--- config.mk ---
export PLATFORM = sky130hd
export DESIGN_NAME = mem_access_ctrl_flat
export DESIGN_NICKNAME = d
export VERILOG_FILES = /design/src/rtl/mem_ctrl_pkg.sv /design/src/rtl/mem_access_ctrl_if.sv /design/src/rtl/mem_stack_ptr.sv /design/src/rtl/mem_access_ctrl.sv /design/src/flat_wrapper.sv
export SDC_FILE = /design/constraint.sdc
export NUM_CORES = 1
export LEC_CHECK = 0
export CAP_MARGIN = 25
export CORE_MARGIN = 3
export CORE_UTILIZATION = 30
export CTS_CLUSTER_DIAMETER = 40
export DETAILED_ROUTE_END_ITERATION = 10
export PLACE_DENSITY = 0.65
export SETUP_SLACK_MARGIN = 0.4
export SLEW_MARGIN = 5
export SYNTH_ARGS = -nofsm -noshare
export SYNTH_HDL_FRONTEND = slang
export SYNTH_SLANG_ARGS = --single-unit
export TNS_END_PERCENT = 10
--- constraint.sdc ---
create_clock -name clk -period 3.6 [get_ports clk]
set_clock_uncertainty 0.15 [all_clocks]
set_input_delay 0.72 -clock clk [delete_from_list [all_inputs] [get_ports clk]]
set_output_delay 0.72 -clock clk [all_outputs]
set_load 0.02 [all_outputs]
--- src/rtl/mem_ctrl_pkg.sv ---
// Shared op/state encodings and defaults for the memory access controller.
package mem_ctrl_pkg;

    typedef enum logic [1:0] {
        OP_LOAD  = 2'b00,
        OP_STORE = 2'b01,
        OP_PUSH  = 2'b10,
        OP_POP   = 2'b11
    } mem_op_e;

    typedef enum logic [2:0] {
        ST_IDLE    = 3'd0,
        ST_WRITE   = 3'd1,
        ST_READ    = 3'd2,
        ST_CAPTURE = 3'd3,
        ST_RESP    = 3'd4
    } ctrl_state_e;

    localparam int MEM_DEPTH_DEFAULT = 256;

    function automatic logic op_is_write(mem_op_e op);
        return (op == OP_STORE) || (op == OP_PUSH);
    endfunction

endpackage

--- src/rtl/mem_access_ctrl_if.sv ---
// Request/response handshake between the control unit and the memory access controller.
interface mem_access_ctrl_if #(
    parameter int ADDR_W = 32,
    parameter int DATA_W = 32
);
    logic              req_valid;
    logic              req_ready;
    logic [1:0]        req_op;
    logic [ADDR_W-1:0] req_addr;
    logic [DATA_W-1:0] req_wdata;
    logic              rsp_valid;
    logic              rsp_err;
    logic [DATA_W-1:0] rsp_rdata;

    modport master (
        output req_valid, req_op, req_addr, req_wdata,
        input  req_ready, rsp_valid, rsp_err, rsp_rdata
    );

    modport slave (
        input  req_valid, req_op, req_addr, req_wdata,
        output req_ready, rsp_valid, rsp_err, rsp_rdata
    );
endinterface

--- src/rtl/mem_stack_ptr.sv ---
// Full-descending stack pointer: SP register, push/pop target addresses and
// overflow/underflow flags. sp == MEM_DEPTH means the stack is empty.
module mem_stack_ptr
    import mem_ctrl_pkg::*;
#(
    parameter int ADDR_W    = 32,
    parameter int MEM_DEPTH = MEM_DEPTH_DEFAULT
) (
    input  logic              clk,
    input  logic              reset_n,
    input  logic              push_done,
    input  logic              pop_done,
    output logic [ADDR_W-1:0] sp,
    output logic [ADDR_W-1:0] push_addr,
    output logic [ADDR_W-1:0] pop_addr,
    output logic              overflow,
    output logic              underflow
);
    localparam logic [ADDR_W-1:0] SP_EMPTY = ADDR_W'(MEM_DEPTH);

    logic [ADDR_W-1:0] sp_q;

    always_ff @(posedge clk or negedge reset_n) begin
        if (!reset_n) begin
            sp_q <= SP_EMPTY;
        end else if (push_done) begin
            sp_q <= sp_q - ADDR_W'(1);
        end else if (pop_done) begin
            sp_q <= sp_q + ADDR_W'(1);
        end
    end

    assign sp        = sp_q;
    assign push_addr = sp_q - ADDR_W'(1);
    assign pop_addr  = sp_q;
    assign overflow  = (sp_q == '0);
    assign underflow = (sp_q == SP_EMPTY);

endmodule

--- src/rtl/mem_access_ctrl.sv ---
// Memory access controller: one load/store/push/pop at a time, single-cycle memory strobes,
// registered read data. PUSH/POP and the stack pointer exist only with MEM_STACK_OPS_EN defined.
module mem_access_ctrl
    import mem_ctrl_pkg::*;
#(
    parameter int ADDR_W    = 32,
    parameter int DATA_W    = 32,
    parameter int MEM_DEPTH = MEM_DEPTH_DEFAULT
) (
    input  logic              clk,
    input  logic              reset_n,
    mem_access_ctrl_if.slave  req_if,
    output logic [ADDR_W-1:0] sp,
    output logic [ADDR_W-1:0] mem_addr,
    output logic [DATA_W-1:0] mem_data_in,
    output logic              mem_write_signal,
    output logic              mem_read_signal,
    input  logic [DATA_W-1:0] mem_data_out
);
    localparam logic [2:0] S_IDLE    = 3'(ST_IDLE);
    localparam logic [2:0] S_WRITE   = 3'(ST_WRITE);
    localparam logic [2:0] S_READ    = 3'(ST_READ);
    localparam logic [2:0] S_CAPTURE = 3'(ST_CAPTURE);
    localparam logic [2:0] S_RESP    = 3'(ST_RESP);

    localparam logic [ADDR_W:0] DEPTH_X = (ADDR_W+1)'(MEM_DEPTH);

    logic [2:0]        state;
    logic [ADDR_W-1:0] addr_q;
    logic [DATA_W-1:0] wdata_q;
    logic [DATA_W-1:0] rdata_q;
    logic              err_q;

    mem_op_e           req_op_e;
    logic              accept;
    logic              addr_oob;
    logic              req_err;
    logic [ADDR_W-1:0] eff_addr;

    assign req_op_e = mem_op_e'(req_if.req_op);
    assign accept   = req_if.req_valid && (state == S_IDLE);
    assign addr_oob = ({1'b0, req_if.req_addr} >= DEPTH_X);

`ifdef MEM_STACK_OPS_EN
    mem_op_e           op_q;
    logic              push_done;
    logic              pop_done;
    logic [ADDR_W-1:0] push_addr;
    logic [ADDR_W-1:0] pop_addr;
    logic              stk_overflow;
    logic              stk_underflow;

    always_ff @(posedge clk or negedge reset_n) begin
        if (!reset_n) begin
            op_q <= OP_LOAD;
        end else if (accept) begin
            op_q <= req_op_e;
        end
    end

    // SP moves on the edge leaving WRITE/CAPTURE, i.e. entering RESP; errors never get there.
    assign push_done = (state == S_WRITE)   && (op_q == OP_PUSH);
    assign pop_done  = (state == S_CAPTURE) && (op_q == OP_POP);

    mem_stack_ptr #(
        .ADDR_W    (ADDR_W),
        .MEM_DEPTH (MEM_DEPTH)
    ) u_stack_ptr (
        .clk       (clk),
        .reset_n   (reset_n),
        .push_done (push_done),
        .pop_done  (pop_done),
        .sp        (sp),
        .push_addr (push_addr),
        .pop_addr  (pop_addr),
        .overflow  (stk_overflow),
        .underflow (stk_underflow)
    );
`else
    assign sp = '0;
`endif

    always_comb begin
        eff_addr = req_if.req_addr;
        req_err  = 1'b0;
        case (req_op_e)
            OP_LOAD, OP_STORE: req_err = addr_oob;
`ifdef MEM_STACK_OPS_EN
            OP_PUSH: begin
                eff_addr = push_addr;
                req_err  = stk_overflow;
            end
            OP_POP: begin
                eff_addr = pop_addr;
                req_err  = stk_underflow;
            end
`endif
            default: req_err = 1'b1;
        endcase
    end

    always_ff @(posedge clk or negedge reset_n) begin
        if (!reset_n) begin
            state   <= S_IDLE;
            addr_q  <= '0;
            wdata_q <= '0;
            rdata_q <= '0;
            err_q   <= 1'b0;
        end else begin
            case (state)
                S_IDLE: begin
                    if (req_if.req_valid) begin
                        addr_q  <= eff_addr;
                        wdata_q <= req_if.req_wdata;
                        err_q   <= req_err;
                        if (req_err) begin
                            state <= S_RESP;
                        end else if (op_is_write(req_op_e)) begin
                            state <= S_WRITE;
                        end else begin
                            state <= S_READ;
                        end
                    end
                end
                S_WRITE:   state <= S_RESP;
                S_READ:    state <= S_CAPTURE;
                S_CAPTURE: begin
                    rdata_q <= mem_data_out;
                    state   <= S_RESP;
                end
                S_RESP:    state <= S_IDLE;
                default:   state <= S_IDLE;
            endcase
        end
    end

    // Strobes decode straight from the state register so an async reset drops them at once.
    assign mem_write_signal = (state == S_WRITE);
    assign mem_read_signal  = (state == S_READ);
    assign mem_addr         = addr_q;
    assign mem_data_in      = wdata_q;

    assign req_if.req_ready = (state == S_IDLE);
    assign req_if.rsp_valid = (state == S_RESP);
    assign req_if.rsp_err   = (state == S_RESP) && err_q;
    assign req_if.rsp_rdata = rdata_q;

endmodule

--- src/flat_wrapper.sv ---
// flat-port wrapper written by rule: the top's interface ports become plain ports
module mem_access_ctrl_flat import mem_ctrl_pkg::*;
#(
    parameter int ADDR_W    = 32,
    parameter int DATA_W    = 32,
    parameter int MEM_DEPTH = MEM_DEPTH_DEFAULT
)
  (clk, reset_n, sp, mem_addr, mem_data_in, mem_write_signal, mem_read_signal, mem_data_out, req_if_req_valid, req_if_req_op, req_if_req_addr, req_if_req_wdata, req_if_req_ready, req_if_rsp_valid, req_if_rsp_err, req_if_rsp_rdata);
  mem_access_ctrl_if #(.ADDR_W(ADDR_W), .DATA_W(DATA_W)) req_if_i ();
  input  logic clk;
  input  logic reset_n;
  output logic [ADDR_W-1:0] sp;
  output logic [ADDR_W-1:0] mem_addr;
  output logic [DATA_W-1:0] mem_data_in;
  output logic mem_write_signal;
  output logic mem_read_signal;
  input  logic [DATA_W-1:0] mem_data_out;
  input wire logic [$bits(req_if_i.req_valid)-1:0] req_if_req_valid;
  input wire logic [$bits(req_if_i.req_op)-1:0] req_if_req_op;
  input wire logic [$bits(req_if_i.req_addr)-1:0] req_if_req_addr;
  input wire logic [$bits(req_if_i.req_wdata)-1:0] req_if_req_wdata;
  output wire logic [$bits(req_if_i.req_ready)-1:0] req_if_req_ready;
  output wire logic [$bits(req_if_i.rsp_valid)-1:0] req_if_rsp_valid;
  output wire logic [$bits(req_if_i.rsp_err)-1:0] req_if_rsp_err;
  output wire logic [$bits(req_if_i.rsp_rdata)-1:0] req_if_rsp_rdata;
  assign req_if_i.req_valid = req_if_req_valid;
  assign req_if_i.req_op = req_if_req_op;
  assign req_if_i.req_addr = req_if_req_addr;
  assign req_if_i.req_wdata = req_if_req_wdata;
  assign req_if_req_ready = req_if_i.req_ready;
  assign req_if_rsp_valid = req_if_i.rsp_valid;
  assign req_if_rsp_err = req_if_i.rsp_err;
  assign req_if_rsp_rdata = req_if_i.rsp_rdata;
  mem_access_ctrl #(.ADDR_W(ADDR_W), .DATA_W(DATA_W), .MEM_DEPTH(MEM_DEPTH)) u_core (.clk(clk), .reset_n(reset_n), .req_if(req_if_i), .sp(sp), .mem_addr(mem_addr), .mem_data_in(mem_data_in), .mem_write_signal(mem_write_signal), .mem_read_signal(mem_read_signal), .mem_data_out(mem_data_out));
endmodule
# Yosys cells after proc, flatten, opt, wreduce, memory -nomap -nowiden
# Cells that the tools add are included.
# word_totals
word_cells	25
input_bits	101
register_bits	100
output_inout_bits	133
# op_classes
mux	5
eq_ne	7
n_reduce_logical	7
n_lt_le_gt_ge	1
# op_table
operator	n
greater-or-equal comparator 32 x 9 -> 1 bit (second input constant)	1
case mux 3 bit (3 select lines)	1
equality test 3 x 2 -> 1 bit (second input constant)	2
2-to-1 mux 3 bit	2
OR reduction 2 bit	2
equality test 3 x 1 -> 1 bit (second input constant)	1
equality test 3 bit (second input constant)	1
zero test 3 bit	1
equality test 2 x 1 -> 1 bit (second input constant)	1
equality test 2 bit (second input constant)	1
zero test 2 bit	1
2-to-1 mux 2 bit	1
inequality test 2 bit (second input constant)	1
AND reduction 2 bit	1
logical AND 1 bit	1
logical OR 1 bit	1
2-to-1 mux 1 bit	1

# Logic depth before layout (Yosys ltp)
# depth
ltp_word	6
mapped_depth	6
mapped_depth_nobuf	5

# Worst setup path after synthesis
# No wires, ideal clock.
# synth_path
path_kind	reg2out
startpoint	reg u_core.state[1]
endpoint	out req_if_rsp_err
path_slack_ns	1.353
path_stages_with_launch	4
required_time_ns	2.730
arrival_ns	1.377
path_buffers	1
path_cell_list	dfrtp_1 buf_2 nor3b_1 and2_1
# synth_via
elab_chain_len	2
# synth_lines
element	line	text
from (decl)	mem_access_ctrl.sv:28	logic [2:0] state;
from (signal assigned)	mem_access_ctrl.sv:104	state <= S_IDLE;
from (signal assigned)	mem_access_ctrl.sv:117	state <= S_RESP;
from (signal assigned)	mem_access_ctrl.sv:119	state <= S_WRITE;
equality test 3 bit	n/a	
named net req_if_rsp_valid	flat_wrapper.sv:23	output wire logic [$bits(req_if_i.rsp_valid)-1:0] req_if_rsp_valid;
logical AND 1 bit	mem_access_ctrl.sv:145	assign req_if.rsp_err = (state == S_RESP) && err_q;
to (decl)	flat_wrapper.sv:24	output wire logic [$bits(req_if_i.rsp_err)-1:0] req_if_rsp_err;
# The timed path passes the listed nets, and every way through them passes these cells.

# Worst setup path in the final report
# layout_path
startpoint	reg u_core.state[0]
endpoint	out mem_read_signal
# layout_via
elab_chain_len	1
# layout_lines
element	line	text
equality test 3 x 2 -> 1 bit	mem_access_ctrl.sv:139	assign mem_read_signal = (state == S_READ);
to (decl)	flat_wrapper.sv:16	output logic mem_read_signal;
# Every way passes these cells.

==> metrics <==
number of antenna violations at the first check in global routing 0; total inserted antenna cells 0; Final Wtd Congestion 0.698; drc violations 0; family with the most delay on the worst path buffers and inverters; number of buffers on the longest clock path 2; latest clock arrival within the worst-skew pair between 300 and 400 ps; total grt overflow 0; global-route usage over all layers between 10% and 20%; final standard cell utilization of the core about half; core box area about 13000 µm²; portion of total power attributed to the clock network between 30 and 40%; Crit Reg-Reg Endpoint u_core.mem_addr[0]$_DFFE_PN0P_; overall die width ~120 µm; hold bufs inserted after CTS 0; height of the die ~120 µm; port bufs between 200 and 250; number of enable-type register cells in the synthesized netlist 0; Final period util between 70% and 80%; number of nets in the layout 577; register-to-register path setup slack between 1500 and 2000 ps; share of power burned in combinational logic about a quarter; first-pass detailed-route iteration total 4; RSZ-0062 raised after global routing false; commonest non-fill, non-tap cells in the layout sky130_fd_sc_hd__clkdlybuf4s50_1 (200), sky130_fd_sc_hd__dfrtp_1 (100), sky130_fd_sc_hd__mux2_2 (86); reg-to-reg critical path startpoint u_core.state[2]$_DFFE_PN0P_; total count of max-transition violations in the final report 0; type of destination of the critical path output port; required time of the worst setup path between 2000 and 3000 ps; maximum number of pins on one net before global-route repair between 60 and 70; register bit total from synthesis 100; slew at the pin closest to its max-slew limit approximately 630 ps; CTS sink count 100; Clock H-tree levels 3; tightest slew margin relative to the limit around 58%; number of cells on the worst reg-to-reg path 3; setup TNS 0 ps; Max stage delay cell, worst path sky130_fd_sc_hd__clkdlybuf4s50_1; asr flop ratio synth 100%; Worst IR Drop VDD ~0.24 mV; fmax between 0.3 and 0.4 GHz; Vias approximately 2.8k; vias per std cell between 4 and 5; sequential fraction of design power 42.9%; Synth area leader sky130_fd_sc_hd__dfrtp_1; remaining antenna violation count 0; Crit. Startpoint u_core.state[0]$_DFFE_PN0P_; placement row count 42; leading cell types by total area after synthesis sky130_fd_sc_hd__dfrtp_1 (61%), sky130_fd_sc_hd__mux2_2 (24%), sky130_fd_sc_hd__buf_4 (6.0%), sky130_fd_sc_hd__mux2_1 (2.7%), sky130_fd_sc_hd__buf_6 (1.1%); Total Wirelength slightly below 10 mm; maxcap violations 0; proportion of total power due to net switching a little over a quarter; total buffers and inverters traversed by the critical path 2; Final Hold Vio Count 0; ratio of cells with drive above 1 in the final layout 22.8%; endpoint arrival time on the critical path 1820 ps; total die area 15200 µm²; global-route wire length before repair between 15 and 20 mm; number of top-level design ports 234; total number of yosys warnings 0; number of fillers in the final layout roughly 1.2k; Layout Area Growth over Synthesis 57.9%; Worst Setup Path Type flop to output port; Finish-stage setup viols 0; cell area after synthesis approximately 4000 µm²; vias in the first global route a little under 3k; per-instance average area after synthesis about 15 µm²; Psw 0.823 mW; clock slew seen by the registers of the worst setup and hold paths about 70 ps; LEAKAGE around 2.7 nW; post-synthesis sequential area ratio roughly three fifths; element type at the critical path start flop; routed len/inst approximately 15 µm; root cell of the clock tree sky130_fd_sc_hd__clkbuf_16; count of cell types in the netlist 26; post-cts sizing count 0; top flip-flop cell by instance count after synthesis sky130_fd_sc_hd__dfrtp_1; hold crit path type input port to async pin; Yosys top cell area share between 60 and 70%; biggest fanout along the worst timing path 6; most frequent standard cell in the layout excluding fill and tap cells sky130_fd_sc_hd__clkdlybuf4s50_1; number of buffers added for setup after CTS 0; CP max stage delay around 630 ps; number of DRC violations after detailed-routing iteration 0 73; number of cells on the critical path 4; outcome completed; crit path to mem_read_signal; power density over cell area roughly 470 nW/µm²; Final Critical Period about 2700 ps; TritonCTS clock tree built; Syn Inst Count roughly 270; cells along the critical path nor2_1 -> nand2_1 -> inv_1 -> clkdlybuf4s50_1; detailed-placement wirelength estimate about 7.5 mm; Cell Int Power between 2 and 2.5 mW; total clock buffers created by CTS 9; starting utilization of the core area 30.9%
[power groups by stage]
stage	registers [mW]	clock network, mW	logic [mW]
2_1_floorplan	1.49	0	0.208
3_3_place_gp	1.33	0	0.769
3_5_place_dp	1.34	0	0.773
4_1_cts	1.32	1.03	0.777
5_1_grt	1.33	1.07	0.813
6_report	1.31	0.987	0.763
[worst min path at each step]
stage / cells after the start / endpoint / start
CTS: 1 / u_core.mem_data_in[14]$_DFFE_PN0P_ / reset_n
global placement: 1 / u_core.mem_addr[15]$_DFFE_PN0P_ / u_core.mem_addr[15]$_DFFE_PN0P_
finish: 1 / u_core.mem_data_in[14]$_DFFE_PN0P_ / reset_n
global route: 1 / u_core.mem_data_in[14]$_DFFE_PN0P_ / reset_n
detailed placement: 1 / u_core.mem_data_in[18]$_DFFE_PN0P_ / u_core.mem_data_in[18]$_DFFE_PN0P_
floorplan: 0 / u_core.err_q$_DFFE_PN0P_ / reset_n
[cells by family (layout without fill, tap and decap cells)]
family	Yosys count	in the layout	share of synthesized area (%)
compound gates	5	5	0.942
fa+ha+maj	2	2	0.607
buf+inv	46	223	8.11
flops	100	100	60.8
mux	96	96	26.2
other cells	1	32	0.0910
simple gates	21	21	3.25
[per-stage QoR]
step                hold slack (ps)  instances  setup WS, ps  power (mW)  cell area, µm²
detailed placement              328        639           808        2.11            6200
CTS                             255        655           868        3.12            6500
floorplan                       274        302          1350        1.70            4240
global placement                317        639           835        2.10            6200
finish                          238        655           905        3.06            6500
global route                    275        655           801        3.22            6500
[final cells by class]
type	instances	area (µm²)	share of cell area, %
Sequential cell	100	2500	38.5
Tap cell	176	220	3.39
Timing Repair Buffer	204	2060	31.6
Clock buffer	12	256	3.94
Clock inverter	4	47.5	0.731
Inverter	3	11.3	0.173
Multi-Input combinational cell	156	1410	21.6
[sequential cells by signal, summed over array words and instances (netlist names)]
| name | count |
|---|---|
| u_core.state | 3 |
| u_core.req_if.rsp_rdata | 32 |
| u_core.mem_addr | 32 |
| u_core.err_q | 1 |
| u_core.mem_data_in | 32 |
[cell usage after synthesis (2+ instances only)]
cell,n
sky130_fd_sc_hd__buf_6,4
sky130_fd_sc_hd__nor4_1,5
sky130_fd_sc_hd__buf_4,33
sky130_fd_sc_hd__nand2_1,3
sky130_fd_sc_hd__nor3_1,2
sky130_fd_sc_hd__mux2_2,86
sky130_fd_sc_hd__dfrtp_1,100
sky130_fd_sc_hd__nor2_1,3
sky130_fd_sc_hd__mux2_1,10
sky130_fd_sc_hd__ha_1,2
sky130_fd_sc_hd__buf_2,6
sky130_fd_sc_hd__inv_1,3
[layer usage]
layer	track usage (%)	vias up	wire [µm]
met5	0	-	0
li1	-	1289	-
met3	5.44	12	1020
met2	21.8	143	4920
met1	14.8	1389	3810
met4	5.40	0	160
Power figures use the tool's default switching activity.
